--- src/rtl/nec_frame_receiver.sv ---
// NEC IR frame receiver: times mark/space durations of the demodulated IR line
// and assembles 32-bit frames, flagging repeat codes, malformed frames and timeouts.
module nec_frame_receiver #(
  parameter int UNIT_CYCLES = 28125,
  parameter int CNT_WIDTH   = 20
) (
  input  logic        i_clk,
  input  logic        i_reset,
  input  logic        i_ir,
  output logic [31:0] o_data,
  output logic        o_data_valid,
  output logic        o_repeat,
  output logic        o_error
);

  typedef logic [CNT_WIDTH-1:0] cnt_t;

  localparam cnt_t HALF_U      = cnt_t'(UNIT_CYCLES / 2);
  localparam cnt_t THREE_HALF  = cnt_t'((3 * UNIT_CYCLES) / 2);
  localparam cnt_t LEAD_MIN    = cnt_t'(12 * UNIT_CYCLES);
  localparam cnt_t LEAD_MAX    = cnt_t'(20 * UNIT_CYCLES);
  localparam cnt_t DSPACE_MIN  = cnt_t'(6 * UNIT_CYCLES);
  localparam cnt_t DSPACE_MAX  = cnt_t'(10 * UNIT_CYCLES);
  localparam cnt_t RSPACE_MIN  = cnt_t'(3 * UNIT_CYCLES);
  localparam cnt_t RSPACE_MAX  = cnt_t'(5 * UNIT_CYCLES);
  localparam cnt_t ONE_MIN     = cnt_t'(2 * UNIT_CYCLES);
  localparam cnt_t ONE_MAX     = cnt_t'(4 * UNIT_CYCLES);
  localparam cnt_t TIMEOUT_CNT = cnt_t'(20 * UNIT_CYCLES + 1);
  localparam cnt_t CNT_ONE     = cnt_t'(1);

  typedef enum logic [2:0] {
    IDLE,
    LEAD_MARK,
    LEAD_SPACE,
    BIT_MARK,
    BIT_SPACE,
    STOP_MARK,
    REPEAT_MARK
  } state_t;

  function automatic logic in_range(input cnt_t value, input cnt_t lo, input cnt_t hi);
    return (value >= lo) && (value <= hi);
  endfunction

  logic        sync1_q, sync1_d;
  logic        mark_q, mark_d;
  logic        mark_prev_q, mark_prev_d;
  cnt_t        cnt_q, cnt_d;
  state_t      state_q, state_d;
  logic [4:0]  bit_idx_q, bit_idx_d;
  logic [31:0] shift_q, shift_d;
  logic [31:0] data_q, data_d;
  logic        valid_q, valid_d;
  logic        repeat_q, repeat_d;
  logic        error_q, error_d;

  logic mark_start;
  logic mark_end;
  logic any_edge;
  logic fail;
  logic timeout;

  always_comb begin
    sync1_d     = ~i_ir;
    mark_d      = sync1_q;
    mark_prev_d = mark_q;

    mark_start = mark_q & ~mark_prev_q;
    mark_end   = ~mark_q & mark_prev_q;
    any_edge   = mark_start | mark_end;

    // Counter holds the length of the level that just ended when an edge is seen.
    if (any_edge) begin
      cnt_d = CNT_ONE;
    end else if (cnt_q == '1) begin
      cnt_d = cnt_q;
    end else begin
      cnt_d = cnt_q + CNT_ONE;
    end

    state_d   = state_q;
    bit_idx_d = bit_idx_q;
    shift_d   = shift_q;
    data_d    = data_q;
    valid_d   = 1'b0;
    repeat_d  = 1'b0;
    error_d   = 1'b0;
    fail      = 1'b0;
    timeout   = 1'b0;

    case (state_q)
      IDLE: begin
        if (mark_start) begin
          state_d = LEAD_MARK;
        end
      end
      LEAD_MARK: begin
        if (mark_end) begin
          if (in_range(cnt_q, LEAD_MIN, LEAD_MAX)) begin
            state_d = LEAD_SPACE;
          end else begin
            fail = 1'b1;
          end
        end
      end
      LEAD_SPACE: begin
        if (mark_start) begin
          if (in_range(cnt_q, DSPACE_MIN, DSPACE_MAX)) begin
            state_d   = BIT_MARK;
            bit_idx_d = 5'd0;
          end else if (in_range(cnt_q, RSPACE_MIN, RSPACE_MAX)) begin
            state_d = REPEAT_MARK;
          end else begin
            fail = 1'b1;
          end
        end
      end
      BIT_MARK: begin
        if (mark_end) begin
          if (in_range(cnt_q, HALF_U, THREE_HALF)) begin
            state_d = BIT_SPACE;
          end else begin
            fail = 1'b1;
          end
        end
      end
      BIT_SPACE: begin
        if (mark_start) begin
          if (in_range(cnt_q, HALF_U, THREE_HALF) || in_range(cnt_q, ONE_MIN, ONE_MAX)) begin
            // Shift right so the first bit received lands in bit 0.
            shift_d = {in_range(cnt_q, ONE_MIN, ONE_MAX), shift_q[31:1]};
            if (bit_idx_q == 5'd31) begin
              state_d = STOP_MARK;
            end else begin
              bit_idx_d = bit_idx_q + 5'd1;
              state_d   = BIT_MARK;
            end
          end else begin
            fail = 1'b1;
          end
        end
      end
      STOP_MARK: begin
        if (mark_end) begin
          if (in_range(cnt_q, HALF_U, THREE_HALF)) begin
            data_d  = shift_q;
            valid_d = 1'b1;
            state_d = IDLE;
          end else begin
            fail = 1'b1;
          end
        end
      end
      REPEAT_MARK: begin
        if (mark_end) begin
          if (in_range(cnt_q, HALF_U, THREE_HALF)) begin
            repeat_d = 1'b1;
            state_d  = IDLE;
          end else begin
            fail = 1'b1;
          end
        end
      end
      default: begin
        state_d = IDLE;
      end
    endcase

    timeout = (state_q != IDLE) && !any_edge && (cnt_q == TIMEOUT_CNT);

    // A failing mark start may itself be the lead of the next frame.
    if (fail) begin
      error_d   = 1'b1;
      state_d   = mark_start ? LEAD_MARK : IDLE;
      bit_idx_d = bit_idx_q;
    end else if (timeout) begin
      error_d = 1'b1;
      state_d = IDLE;
    end
  end

  always_ff @(posedge i_clk) begin
    if (i_reset) begin
      sync1_q     <= 1'b0;
      mark_q      <= 1'b0;
      mark_prev_q <= 1'b0;
      cnt_q       <= '0;
      state_q     <= IDLE;
      bit_idx_q   <= 5'd0;
      shift_q     <= 32'd0;
      data_q      <= 32'd0;
      valid_q     <= 1'b0;
      repeat_q    <= 1'b0;
      error_q     <= 1'b0;
    end else begin
      sync1_q     <= sync1_d;
      mark_q      <= mark_d;
      mark_prev_q <= mark_prev_d;
      cnt_q       <= cnt_d;
      state_q     <= state_d;
      bit_idx_q   <= bit_idx_d;
      shift_q     <= shift_d;
      data_q      <= data_d;
      valid_q     <= valid_d;
      repeat_q    <= repeat_d;
      error_q     <= error_d;
    end
  end

  assign o_data       = data_q;
  assign o_data_valid = valid_q;
  assign o_repeat     = repeat_q;
  assign o_error      = error_q;

endmodule

--- config.mk ---
export PLATFORM = sky130hd
export DESIGN_NAME = nec_frame_receiver
export DESIGN_NICKNAME = d
export VERILOG_FILES = /design/src/rtl/nec_frame_receiver.sv
export SDC_FILE = /design/constraint.sdc
export NUM_CORES = 1
export LEC_CHECK = 0
export ABC_AREA = 1
export ABC_CLOCK_PERIOD_IN_PS = 2800
export CORE_MARGIN = 8
export CORE_UTILIZATION = 55
export DETAILED_ROUTE_END_ITERATION = 10
export HOLD_SLACK_MARGIN = 0.12
export PLACE_DENSITY = 0.74
export SKIP_LAST_GASP = 1
export SLEW_MARGIN = 40
export SYNTH_ARGS = -nofsm -noshare
export SYNTH_HDL_FRONTEND = slang
export SYNTH_SLANG_ARGS = --single-unit
--- constraint.sdc ---
create_clock -name i_clk -period 2.8 [get_ports i_clk]
set_input_delay 0.7 -clock i_clk [delete_from_list [all_inputs] [get_ports i_clk]]
set_output_delay 0.7 -clock i_clk [all_outputs]
set_load 0.005 [all_outputs]
==> metrics <==
run status finished clean; most common cell type on the critical path sky130_fd_sc_hd__nand2_1; cell area after layout 0.00580 sq mm; combinational power share 13.2%; Synth Warn # 0; worst path setup slack after routing 336 ps; Max Root-Sink Buffers 2; die span in y 113 microns; library cell contributing the largest single delay on the critical path sky130_fd_sc_hd__dfxtp_1; sequential share of power 52.1%; cell count after synthesis 794; placer's final routability congestion estimate 0.939; wire length of the first global-routing pass 23.8 mm; highest fanout seen on the critical path 51; Setup Total Neg Slack 0 ps; leftover overflow at the end of global routing 0; via count of the first global-routing pass 4960; pwr/cell area 476 mW/mm^2; Power Internal 0.00190 W; Wirelength per Cell 15.3 microns; total number of cells along the worst setup path 12; number of diodes 0; cell chain of the critical path nand2_1 > inv_1 > nand2_1 > nor2_1 > nand3_1 > nand3_1 > nand2_2 > nand2_1 > nand3_2 > buf_12 > o21ai_0 > a21oi_1; initial standard-cell utilization of the core 56.1%; hold_sp mark_d$_SDFF_PP0_; overall die area 0.0127 sq mm; share of the clock period used by the worst path after layout 88.0%; post-synthesis sequential area ratio 38.2%; net switching power 0.000862 W; clock transition time at the flip-flop clock pins of the worst setup and hold paths 120 ps; starting DRC count in detailed routing 376; element type at the critical path end flop; area growth from synthesis to layout 12.9%; Worst EP required 3070 ps; number of stages on the worst hold path 2; number of distinct library cells after synthesis 32; CP max stage delay 440 ps; total count of max-transition violations in the final report 0; vias per std cell 5.54; Endpoint, Worst Hold mark_prev_d$_SDFF_PP0_; router iterations before antenna repair 5; hold buffers post-CTS 0; ANT nets after route 0; largest delay contributor family on the critical path simple AND/OR/NAND/NOR gates; fraction of layout cells with a size suffix above 1 7.02%; number of synthesized register bits 98; setup-violating endpoint count in the final report 0; Detailed Place HPWL 10.8 mm; Die Wd 113 microns; number of gates resized after CTS 0; I/O pin cnt 38; clock root buffer master sky130_fd_sc_hd__clkbuf_8; antenna violations before repair 0; total routed wirelength 14.4 mm; total global routing track utilization 22.8%; Fmax achieved 406 MHz; placeable core area 0.00915 sq mm; static power due to leakage 2.35 nW; Switching Fraction 31.2%; Worst Tran Pin Value 571 ps; number of buffer and inverter stages on the critical path 2; mean post-synth cell area 6.47 sq um; Skew-Pair Late Insertion Delay 370 ps; worst slack at placement 400 ps; number of buffers added for setup after CTS 0; number of hold-slack violations in the final timing report 0; largest net degree at the start of global routing 52; worst setup path class reg -> reg; Clk pwr share 34.7%; total clock buffers created by CTS 9; # clock sinks 98; source of the worst register-to-register timing path cnt_q[12]$_SDFFE_PP0P_; number of max-capacitance violations reported 0; total standard cell area after synthesis 0.00514 sq mm; DRC errors left 0; unrepaired setup endpoints after global routing false; Period minus WS final 2460 ps; number of buffers inserted by port buffering 37; element type at the critical path start flop; worst clock skew 20.5 ps; net count after synthesis 804; FF-to-FF setup slack 340 ps; H-tree depth reported by CTS 3; CTS tree yes; total via count in the routed design 5195; cell area reported after detailed placement 0.00559 sq mm; worst rel slew slack 61.9%; standard-cell row count 35; # nets final 831; critical register-to-register path endpoint shift_q[15]$_SDFFE_PP0P_; number of cell instances on the worst register-to-register path 12; worst voltage drop across the vdd grid 0.291 mV; class of the tightest hold or removal check reg -> reg; Worst EP arrival 2740 ps
## power by group through the flow
stage / sequential [W] / clock, W / combinational, W
2_1_floorplan: 0.00146 / 0 / 0.000281
3_3_place_gp: 0.00147 / 0 / 0.000343
3_5_place_dp: 0.00147 / 0 / 0.000354
4_1_cts: 0.00144 / 0.000979 / 0.000357
5_1_grt: 0.00144 / 0.00103 / 0.000419
6_report: 0.00144 / 0.000958 / 0.000364
## placed cells by master, fill, tap and decap left out
| master | instances |
|---|---|
| sky130_fd_sc_hd__ha_1 | 7 |
| sky130_fd_sc_hd__a31oi_1 | 4 |
| sky130_fd_sc_hd__nor2_1 | 88 |
| sky130_fd_sc_hd__inv_6 | 3 |
| sky130_fd_sc_hd__xor2_1 | 4 |
| sky130_fd_sc_hd__clkinv_8 | 2 |
| sky130_fd_sc_hd__nand2_2 | 5 |
| sky130_fd_sc_hd__a21oi_1 | 89 |
| sky130_fd_sc_hd__inv_2 | 13 |
| sky130_fd_sc_hd__buf_12 | 1 |
| sky130_fd_sc_hd__nor3_1 | 24 |
| sky130_fd_sc_hd__o211ai_1 | 1 |
| sky130_fd_sc_hd__or2_2 | 1 |
| sky130_fd_sc_hd__inv_8 | 1 |
| sky130_fd_sc_hd__clkdlybuf4s50_1 | 37 |
| sky130_fd_sc_hd__nor2_4 | 1 |
| sky130_fd_sc_hd__o21ai_1 | 34 |
| sky130_fd_sc_hd__nor4_1 | 1 |
| sky130_fd_sc_hd__and3_1 | 1 |
| sky130_fd_sc_hd__nand3b_1 | 1 |
| sky130_fd_sc_hd__inv_12 | 1 |
| sky130_fd_sc_hd__o2111ai_4 | 1 |
| sky130_fd_sc_hd__o2111ai_1 | 1 |
| sky130_fd_sc_hd__o21ai_0 | 23 |
| sky130_fd_sc_hd__nand3_1 | 70 |
| sky130_fd_sc_hd__or2_0 | 1 |
| sky130_fd_sc_hd__nand3_2 | 4 |
| sky130_fd_sc_hd__inv_1 | 95 |
| sky130_fd_sc_hd__clkinv_1 | 3 |
| sky130_fd_sc_hd__nand2_1 | 171 |
| sky130_fd_sc_hd__nor2_2 | 10 |
| sky130_fd_sc_hd__dfxtp_1 | 98 |
| sky130_fd_sc_hd__o31ai_1 | 1 |
| sky130_fd_sc_hd__buf_4 | 6 |
| sky130_fd_sc_hd__nand4_1 | 14 |
| sky130_fd_sc_hd__clkbuf_8 | 9 |
## area by class of cell
type / instances / area, sq um
fillers: 861 / 3350
multi-input cells: 557 / 2640
flip-flops and latches: 98 / 1960
repair buffers: 44 / 435
inverters: 111 / 417
well taps: 111 / 139
clock buffers: 9 / 124
clock inverters: 7 / 86.3
## cell usage after synthesis
cell,count,area [sq um]
sky130_fd_sc_hd__nand2_1,171,642
sky130_fd_sc_hd__dfxtp_1,98,1960
sky130_fd_sc_hd__inv_1,96,360
sky130_fd_sc_hd__a21oi_1,89,445
sky130_fd_sc_hd__nor2_1,89,334
sky130_fd_sc_hd__nand3_1,70,350
sky130_fd_sc_hd__o21ai_1,34,170
sky130_fd_sc_hd__nor3_1,24,120
sky130_fd_sc_hd__o21ai_0,23,115
sky130_fd_sc_hd__nand4_1,14,87.6
sky130_fd_sc_hd__buf_2,13,65.1
sky130_fd_sc_hd__clkbuf_1,13,48.8
sky130_fd_sc_hd__inv_2,12,45.0
sky130_fd_sc_hd__nor2_2,9,56.3
sky130_fd_sc_hd__ha_1,7,87.6
sky130_fd_sc_hd__nand2_2,5,31.3
sky130_fd_sc_hd__a31oi_1,4,25.0
sky130_fd_sc_hd__nand3_2,4,40.0
sky130_fd_sc_hd__xor2_1,4,35.0
sky130_fd_sc_hd__clkinv_1,3,11.3
sky130_fd_sc_hd__and3_1,1,6.26
sky130_fd_sc_hd__buf_1,1,3.75
sky130_fd_sc_hd__buf_4,1,7.51
sky130_fd_sc_hd__nand3b_1,1,7.51
sky130_fd_sc_hd__nor2_4,1,11.3
sky130_fd_sc_hd__nor4_1,1,6.26
sky130_fd_sc_hd__o2111ai_1,1,8.76
sky130_fd_sc_hd__o2111ai_4,1,26.3
sky130_fd_sc_hd__o211ai_1,1,7.51
sky130_fd_sc_hd__o31ai_1,1,7.51
sky130_fd_sc_hd__or2_0,1,6.26
sky130_fd_sc_hd__or2_2,1,6.26
## cell families (layout without fill, tap and decap cells)
| logic type | after synthesis | count (layout) | share of synthesized area (%) |
|---|---|---|---|
| buf+inv | 139 | 171 | 10.5 |
| xor+xnor | 4 | 4 | 0.682 |
| flops | 98 | 98 | 38.2 |
| compound gates | 154 | 154 | 15.7 |
| fa+ha+maj | 7 | 7 | 1.70 |
| simple gates | 392 | 392 | 33.2 |
## through the flow
stage          hold WS (ps)  std cells  util, %  total power [W]
4_1_cts                 420        937     63.4          0.00277
3_5_place_dp            399        921     61.1          0.00183
3_3_place_gp            393        921     61.1          0.00181
6_report                415        937     63.4          0.00276
5_1_grt                 441        937     63.4          0.00289
2_1_floorplan           388        794        -          0.00174
## tightest hold or removal path: stages (launching register included)
cell and delay, ps:
sky130_fd_sc_hd__dfxtp_1 320, sky130_fd_sc_hd__inv_1 40, sky130_fd_sc_hd__nor2_1 30
## flip-flops by register name, indices dropped and copies added (netlist names)
register and cells:
bit_idx_q 5, cnt_q 20, mark_d 1, mark_prev_d 1, mark_prev_q 1, o_data 32, o_data_valid 1, o_error 1
o_repeat 1, shift_q 32, state_q 3
## metal layers
| layer | GRT usage (%) | share of wire, % | wire length [microns] |
|---|---|---|---|
| met4 | 8.63 | 2.3 | 332 |
| met3 | 5.26 | 7.0 | 1000 |
| met1 | 29.2 | 45 | 6500 |
| met2 | 36.6 | 45 | 6530 |
| met5 | 0 | 0 | 0 |
## worst max path at each step
stage | start | to | slack (ps)
after floorplan | cnt_q[16]$_SDFFE_PP0P_ | state_q[0]$_SDFFE_PP0P_ | 1000
after global placement | cnt_q[1]$_SDFFE_PP0P_ | shift_q[15]$_SDFFE_PP0P_ | 400
after detailed placement | cnt_q[12]$_SDFFE_PP0P_ | shift_q[15]$_SDFFE_PP0P_ | 400
after CTS | cnt_q[12]$_SDFFE_PP0P_ | shift_q[15]$_SDFFE_PP0P_ | 370
after global routing | cnt_q[2]$_SDFFE_PP0P_ | cnt_q[12]$_SDFFE_PP0P_ | 80
final | cnt_q[12]$_SDFFE_PP0P_ | shift_q[15]$_SDFFE_PP0P_ | 340
Note: power is estimated with default switching activity, not from simulation.
